### config.mk
export PLATFORM = sky130hd
export DESIGN_NAME = mem_stage
export DESIGN_NICKNAME = d
export VERILOG_FILES = /design/src/rtl/mem_stage.sv
export SDC_FILE = /design/constraint.sdc
export NUM_CORES = 1
export LEC_CHECK = 0
export BUFFER_PORTS_ARGS = -buffer_cell sky130_fd_sc_hd__buf_2
export CORE_AREA = 10 10 160 162
export CTS_CLUSTER_DIAMETER = 200
export DETAILED_ROUTE_END_ITERATION = 7
export DIE_AREA = 0 0 170 172
export MAX_ROUTING_LAYER = met4
export PLACE_DENSITY = 0.72
export SLEW_MARGIN = 0
export SYNTH_ARGS = -nofsm -noshare
export SYNTH_HDL_FRONTEND = slang
export SYNTH_SLANG_ARGS = --single-unit
### constraint.sdc
create_clock -name clk -period 6.6 [get_ports clk]
set_clock_uncertainty 0.2 [all_clocks]
set_input_delay 0.66 -clock clk [delete_from_list [all_inputs] [get_ports clk]]
set_output_delay 0.66 -clock clk [all_outputs]
set_load 0.1 [all_outputs]
### src/rtl/mem_stage.sv
// mem_stage: dual-lane memory stage. Holds the EX/MEM and MEM/WB registers for
// both lanes and shares one synchronous data-memory port between them. A bundle
// in which both lanes need memory is split over two cycles, lane 1 first.
// Optional macro MEM_ST_LD_FWD_EN: a lane-1 store followed by a lane-2 load of
// the same word completes in one cycle by forwarding the store data to lane 2.
module mem_stage #(
  parameter int DW = 32,
  parameter int AW = 10
) (
  input  logic          clk,
  input  logic          rst,
  input  logic          i_RegWrite1E,
  input  logic          i_MemtoReg1E,
  input  logic          i_MemWrite1E,
  input  logic [DW-1:0] i_ALUResult1E,
  input  logic [DW-1:0] i_WriteData1E,
  input  logic [3:0]    i_WA1E,
  input  logic          i_RegWrite2E,
  input  logic          i_MemtoReg2E,
  input  logic          i_MemWrite2E,
  input  logic [DW-1:0] i_ALUResult2E,
  input  logic [DW-1:0] i_WriteData2E,
  input  logic [3:0]    i_WA2E,
  input  logic          i_FlushM,
  output logic          o_StallM,
  output logic [DW-1:0] o_ALUResult1M,
  output logic [DW-1:0] o_ALUResult2M,
  output logic [3:0]    o_WA1M,
  output logic [3:0]    o_WA2M,
  output logic          o_RegWrite1M,
  output logic          o_RegWrite2M,
  output logic [AW-1:0] dmem_addr,
  output logic [DW-1:0] dmem_wdata,
  output logic          dmem_we,
  output logic          dmem_re,
  input  logic [DW-1:0] dmem_rdata,
  output logic          o_RegWrite1W,
  output logic          o_MemtoReg1W,
  output logic [DW-1:0] o_ALUResult1W,
  output logic [DW-1:0] o_ReadData1W,
  output logic [3:0]    o_WA1W,
  output logic          o_RegWrite2W,
  output logic          o_MemtoReg2W,
  output logic [DW-1:0] o_ALUResult2W,
  output logic [DW-1:0] o_ReadData2W,
  output logic [3:0]    o_WA2W
);

  typedef enum logic {IDLE, SPLIT} state_t;

  state_t state, state_next;

  logic          reg_write1_m, mem_to_reg1_m, mem_write1_m;
  logic [DW-1:0] alu_result1_m, write_data1_m;
  logic [3:0]    wa1_m;
  logic          reg_write2_m, mem_to_reg2_m, mem_write2_m;
  logic [DW-1:0] alu_result2_m, write_data2_m;
  logic [3:0]    wa2_m;

  logic          reg_write1_w, mem_to_reg1_w;
  logic [DW-1:0] alu_result1_w;
  logic [3:0]    wa1_w;
  logic          reg_write2_w, mem_to_reg2_w;
  logic [DW-1:0] alu_result2_w;
  logic [3:0]    wa2_w;

  logic          load1_m, load2_m, mem1, mem2, conflict;
  logic          keep1, keep2;
  logic [AW-1:0] addr1_m, addr2_m;

  assign load1_m = mem_to_reg1_m & reg_write1_m;
  assign load2_m = mem_to_reg2_m & reg_write2_m;
  assign mem1    = mem_write1_m | load1_m;
  assign mem2    = mem_write2_m | load2_m;
  assign addr1_m = alu_result1_m[AW+1:2];
  assign addr2_m = alu_result2_m[AW+1:2];

`ifdef MEM_ST_LD_FWD_EN
  logic          fwd_hit;
  logic          fwd_w;
  logic [DW-1:0] fwd_data_w;

  assign fwd_hit  = (state == IDLE) & mem_write1_m & load2_m & (addr1_m == addr2_m);
  assign conflict = (state == IDLE) & mem1 & mem2 & ~fwd_hit;
`else
  assign conflict = (state == IDLE) & mem1 & mem2;
`endif

  assign o_StallM = conflict;

  // In the split cycle only lane 2 is real; in the conflict cycle only lane 1.
  assign keep1 = (state == IDLE);
  assign keep2 = ~conflict;

  // Conflict state register; a reset drops any pending lane-2 access.
  always_ff @(posedge clk or posedge rst) begin
    if (rst) state <= IDLE;
    else     state <= state_next;
  end

  // Split for exactly one extra cycle after a conflict.
  always_comb begin
    state_next = state;
    case (state)
      IDLE:    if (conflict) state_next = SPLIT;
      SPLIT:   state_next = IDLE;
      default: state_next = IDLE;
    endcase
  end

  // EX/MEM register: holds during a stall, flush only bubbles a fresh capture.
  always_ff @(posedge clk or posedge rst) begin
    if (rst) begin
      reg_write1_m  <= 1'b0;
      mem_to_reg1_m <= 1'b0;
      mem_write1_m  <= 1'b0;
      alu_result1_m <= '0;
      write_data1_m <= '0;
      wa1_m         <= '0;
      reg_write2_m  <= 1'b0;
      mem_to_reg2_m <= 1'b0;
      mem_write2_m  <= 1'b0;
      alu_result2_m <= '0;
      write_data2_m <= '0;
      wa2_m         <= '0;
    end else if (!o_StallM) begin
      reg_write1_m  <= i_RegWrite1E & ~i_FlushM;
      mem_to_reg1_m <= i_MemtoReg1E & ~i_FlushM;
      mem_write1_m  <= i_MemWrite1E & ~i_FlushM;
      alu_result1_m <= i_ALUResult1E;
      write_data1_m <= i_WriteData1E;
      wa1_m         <= i_WA1E;
      reg_write2_m  <= i_RegWrite2E & ~i_FlushM;
      mem_to_reg2_m <= i_MemtoReg2E & ~i_FlushM;
      mem_write2_m  <= i_MemWrite2E & ~i_FlushM;
      alu_result2_m <= i_ALUResult2E;
      write_data2_m <= i_WriteData2E;
      wa2_m         <= i_WA2E;
    end
  end

  // Port steering: the split cycle serves lane 2, otherwise lane 1 has priority.
  always_comb begin
    dmem_we    = 1'b0;
    dmem_re    = 1'b0;
    dmem_addr  = '0;
    dmem_wdata = '0;
    if (state == SPLIT) begin
      if (mem2) begin
        dmem_we    = mem_write2_m;
        dmem_re    = load2_m;
        dmem_addr  = addr2_m;
        dmem_wdata = write_data2_m;
      end
    end else if (mem1) begin
      dmem_we    = mem_write1_m;
      dmem_re    = load1_m;
      dmem_addr  = addr1_m;
      dmem_wdata = write_data1_m;
    end else if (mem2) begin
      dmem_we    = mem_write2_m;
      dmem_re    = load2_m;
      dmem_addr  = addr2_m;
      dmem_wdata = write_data2_m;
    end
  end

  // MEM/WB register: lanes not served this cycle arrive with controls cleared.
  always_ff @(posedge clk or posedge rst) begin
    if (rst) begin
      reg_write1_w  <= 1'b0;
      mem_to_reg1_w <= 1'b0;
      alu_result1_w <= '0;
      wa1_w         <= '0;
      reg_write2_w  <= 1'b0;
      mem_to_reg2_w <= 1'b0;
      alu_result2_w <= '0;
      wa2_w         <= '0;
    end else begin
      reg_write1_w  <= reg_write1_m & keep1;
      mem_to_reg1_w <= mem_to_reg1_m & keep1;
      alu_result1_w <= alu_result1_m;
      wa1_w         <= wa1_m;
      reg_write2_w  <= reg_write2_m & keep2;
      mem_to_reg2_w <= mem_to_reg2_m & keep2;
      alu_result2_w <= alu_result2_m;
      wa2_w         <= wa2_m;
    end
  end

`ifdef MEM_ST_LD_FWD_EN
  // Registered store data for a same-word store/load pair resolved without memory.
  always_ff @(posedge clk or posedge rst) begin
    if (rst) begin
      fwd_w      <= 1'b0;
      fwd_data_w <= '0;
    end else begin
      fwd_w      <= fwd_hit;
      fwd_data_w <= write_data1_m;
    end
  end

  assign o_ReadData2W = fwd_w ? fwd_data_w :
                        ((reg_write2_w & mem_to_reg2_w) ? dmem_rdata : '0);
`else
  assign o_ReadData2W = (reg_write2_w & mem_to_reg2_w) ? dmem_rdata : '0;
`endif

  assign o_ReadData1W  = (reg_write1_w & mem_to_reg1_w) ? dmem_rdata : '0;

  assign o_ALUResult1M = alu_result1_m;
  assign o_ALUResult2M = alu_result2_m;
  assign o_WA1M        = wa1_m;
  assign o_WA2M        = wa2_m;
  assign o_RegWrite1M  = reg_write1_m;
  assign o_RegWrite2M  = reg_write2_m;

  assign o_RegWrite1W  = reg_write1_w;
  assign o_MemtoReg1W  = mem_to_reg1_w;
  assign o_ALUResult1W = alu_result1_w;
  assign o_WA1W        = wa1_w;
  assign o_RegWrite2W  = reg_write2_w;
  assign o_MemtoReg2W  = mem_to_reg2_w;
  assign o_ALUResult2W = alu_result2_w;
  assign o_WA2W        = wa2_w;

endmodule

==> metrics.md <==
| Metric | Value |
|---|---|
| Dominant cell by count in the synthesized netlist | `dfrtp_1` |
| Delay-heaviest family, CP | `simple AND/OR/NAND/NOR gates` |
| Nets | `1176` |
| FF+latch count, synth | `219` |
| Fin crit period | `a little under 4 ns` |
| CTS tree | `built` |
| DR vias | `between 6k and 7k` |
| Register area share after synthesis | `0.642` |
| Drt initial violations | `237` |
| Buf+Inv Stages, Crit Path | `1` |
| First-pass GRT wire length | `slightly below 40 mm` |
| H-tree Lvls | `1` |
| Synth top cells by count | `dfrtp_1, mux2_2, and3_1` |
| Die width | `about 170 um` |
| Vias in the first global route | `a little under 7k` |
| Sink Count | `219` |
| Fin area | `about 12000 um^2` |
| Share of cells above drive strength 1 | `0.587` |
| CTS buffer count | `23` |
| Synth Net Count | `~750` |
| Port buffer count | `around 440` |
| Required time of the critical path | `between 5 and 6 ns` |
| Initial core utilization | `0.382` |
| Tot Pwr | `roughly 5.5 mW` |
| Slowest cell on crit path | `or2_2` |
| Clk root buf | `clkbuf_16` |
| Status | `completed` |
| Floorplan core area | `around 22000 um^2` |
| Total length of routed wires | `about 27 mm` |
| CP arrival | `roughly 3.1 ns` |
| Startpoint Class | `flop` |
| Area grow syn2layout | `37.2%` |
| Gpl congestion | `around 0.84` |
| DP Worst Slack | `between 3 and 4 ns` |
| Share of the synthesized area in the top cell type | `0.642` |
| Final setup TNS | `0 ns` |
| RSZ-0062 raised after global routing | `no` |
| Final setup fails | `0` |
| Async S/R FF share, synth | `1.00` |
| Drt pass-1 iters | `4` |
| Global route overflow | `0` |
| Layout Cells excl Fill | `1307` |
| Hold buffers post-CTS | `0` |
| Critical path's largest stage delay | `1.00 ns` |
| Postcts setup bufs | `0` |
| Max-cap violations | `0` |
| Die Y | `around 170 um` |
| Max Fanout on Critical Path | `44` |
| IO Pins | `approximately 440` |
| Rel. slew slack | `0.188` |
| Synth Instances | `570` |
| Cell taking the most area after synthesis | `dfrtp_1` |
| Worst Tran Pin Value | `1.22 ns` |
| Final WS setup | `~2.6 ns` |
| Worst-path cell chain | `a21oi_1, or2_2, mux2_2, buf_2` |
| Leakage power | `slightly above 6 nW` |
| Max VDD drop | `between 0.3 and 0.4 mV` |
| Setup CP Type | `flop to output port` |
| DIE AREA | `between 20000 and 30000 um^2` |
| Routed len/inst | `around 21 um` |
| Hold Vio Cnt, Final | `0` |
| Fin. max-slew vios | `0` |
| Post-synthesis cell area | `8540 um^2` |
| Clock Latency Late Sink | `around 0.50 ns` |
| DRC Markers | `0` |
| Via density | `4.81` |
| Placed Cells incl. Taps | `between 1k and 1.5k` |
| Final hold slack | `about 0.031 ns` |
| Synth Flop Type | `dfrtp_1` |
| EDFF count, synth | `0` |
| Hold Crit Class | `input pin to async pin` |
| Global Route Usage Sum | `0.175` |
| Crit path capture type | `output port` |
| Fillers | `~1.9k` |
| Fmax | `about 250 MHz` |
| Syn Area/Cell | `between 10 and 15 um^2` |
| Cell variety after synth | `22` |
| Worst-case clock buffer depth | `3` |
| Worst-path clk slew | `around 0.060 ns` |
| Yosys warning total | `0` |
| Largest net degree at the start of global routing | `between 100 and 150` |
| Post_cts resized | `0` |
| ANT nets after route | `0` |
| Area post-placement | `approximately 11000 um^2` |
| Final period util | `0.601` |
| Finished Core Util | `0.524` |
| HPWL after DPL | `a little over 20 mm` |
| Rows | `55` |
| Power Density | `around 470 nW/um^2` |
| Initial antenna violation count | `7` |
| Top post-synthesis cells by area | `dfrtp_1, mux2_2, mux2_1` |
final timing paths:
kind	slack, ns	end	depth (start not counted)	start
worst max register to register	3.66	o_ALUResult2M[20]	5	o_RegWrite2M
worst max-delay path	2.63	dmem_wdata[8]	4	o_RegWrite1M
max in group asynchronous	4.94	o_ALUResult2W[13]	3	rst
worst min register to register	0.19	o_ALUResult1W[23]	0	o_ALUResult1M[23]
min in group clk	0.17	o_ALUResult1M[27]	2	i_ALUResult1E[27]
worst min-delay path	0.03	o_WA1W[0]	2	rst
registers in the layout, summed over array words and instances, names as in the netlist, 4 cells and up:
register and cells:
o_ALUResult1M 32, o_WA1M 4, o_ALUResult2W 32, o_ALUResult2M 32, write_data1_m 32, o_ALUResult1W 32, o_WA1W 4, o_WA2M 4
write_data2_m 32, o_WA2W 4
final cells by class:
cell class / count / area, um^2 / share of cell area
Sequential cell: 219 / 5480 / 0.468
Clock inverter: 6 / 65.1 / 0.00555
Tap cell: 285 / 357 / 0.0304
Multi-Input combinational cell: 312 / 2860 / 0.244
Antenna cell: 8 / 20.0 / 0.00171
Clock buffer: 34 / 687 / 0.0586
Inverter: 3 / 15.0 / 0.00128
Timing Repair Buffer: 440 / 2230 / 0.190
worst register-to-register path: cells and delay by family, from the launching register on:
| kind | cells | cell delay [ns] |
|---|---|---|
| muxes | 1 | 0.50 |
| AOI/OAI and AO/OA | 1 | 0.08 |
| and+or+nand+nor | 1 | 0.48 |
| DFF | 1 | 0.49 |
| buffers and inverters | 2 | 1.08 |
cell families (layout without fill, tap and decap cells):
logic type             after synthesis  after routing  synth area share
AO/OA/AOI/OAI                       12             12           0.00982
buffers and inverters               39            483            0.0236
flip-flops                         219            219             0.642
multiplexers                       178            178             0.235
other                                0              8                 0
AND/OR/NAND/NOR                    122            122            0.0900
power breakdown:
group          switching (mW)  internal, mW  total, mW  leakage [nW]
logic                    2.12         0.432       2.56          3.13
registers               0.143          1.54       1.68          2.56
clock network           0.507         0.758       1.27         0.369
total                    2.78          2.73       5.50          6.07
layout by cell type (no fill, tap or decap), drive strengths merged, types with 4 or more instances in the layout:
cell type,synthesis,routed
buf,20,440
dfrtp,219,219
mux2,178,178
and3,64,64
nor2b,49,49
clkbuf,16,34
diode,0,8
o21ai,4,4
routing by layer:
| metal | wire, um | share of wire | global-route usage | vias to the layer above |
|---|---|---|---|---|
| met1 | 9820 | 0.37 | 0.178 | 3133 |
| li1 | - | - | - | 2840 |
| met3 | 2210 | 0.082 | 0.0538 | 43 |
| met2 | 14200 | 0.53 | 0.317 | 273 |
| met5 | 0 | 0 | - | - |
| met4 | 662 | 0.025 | 0.0503 | 0 |
(Power assumes the default switching activity.)
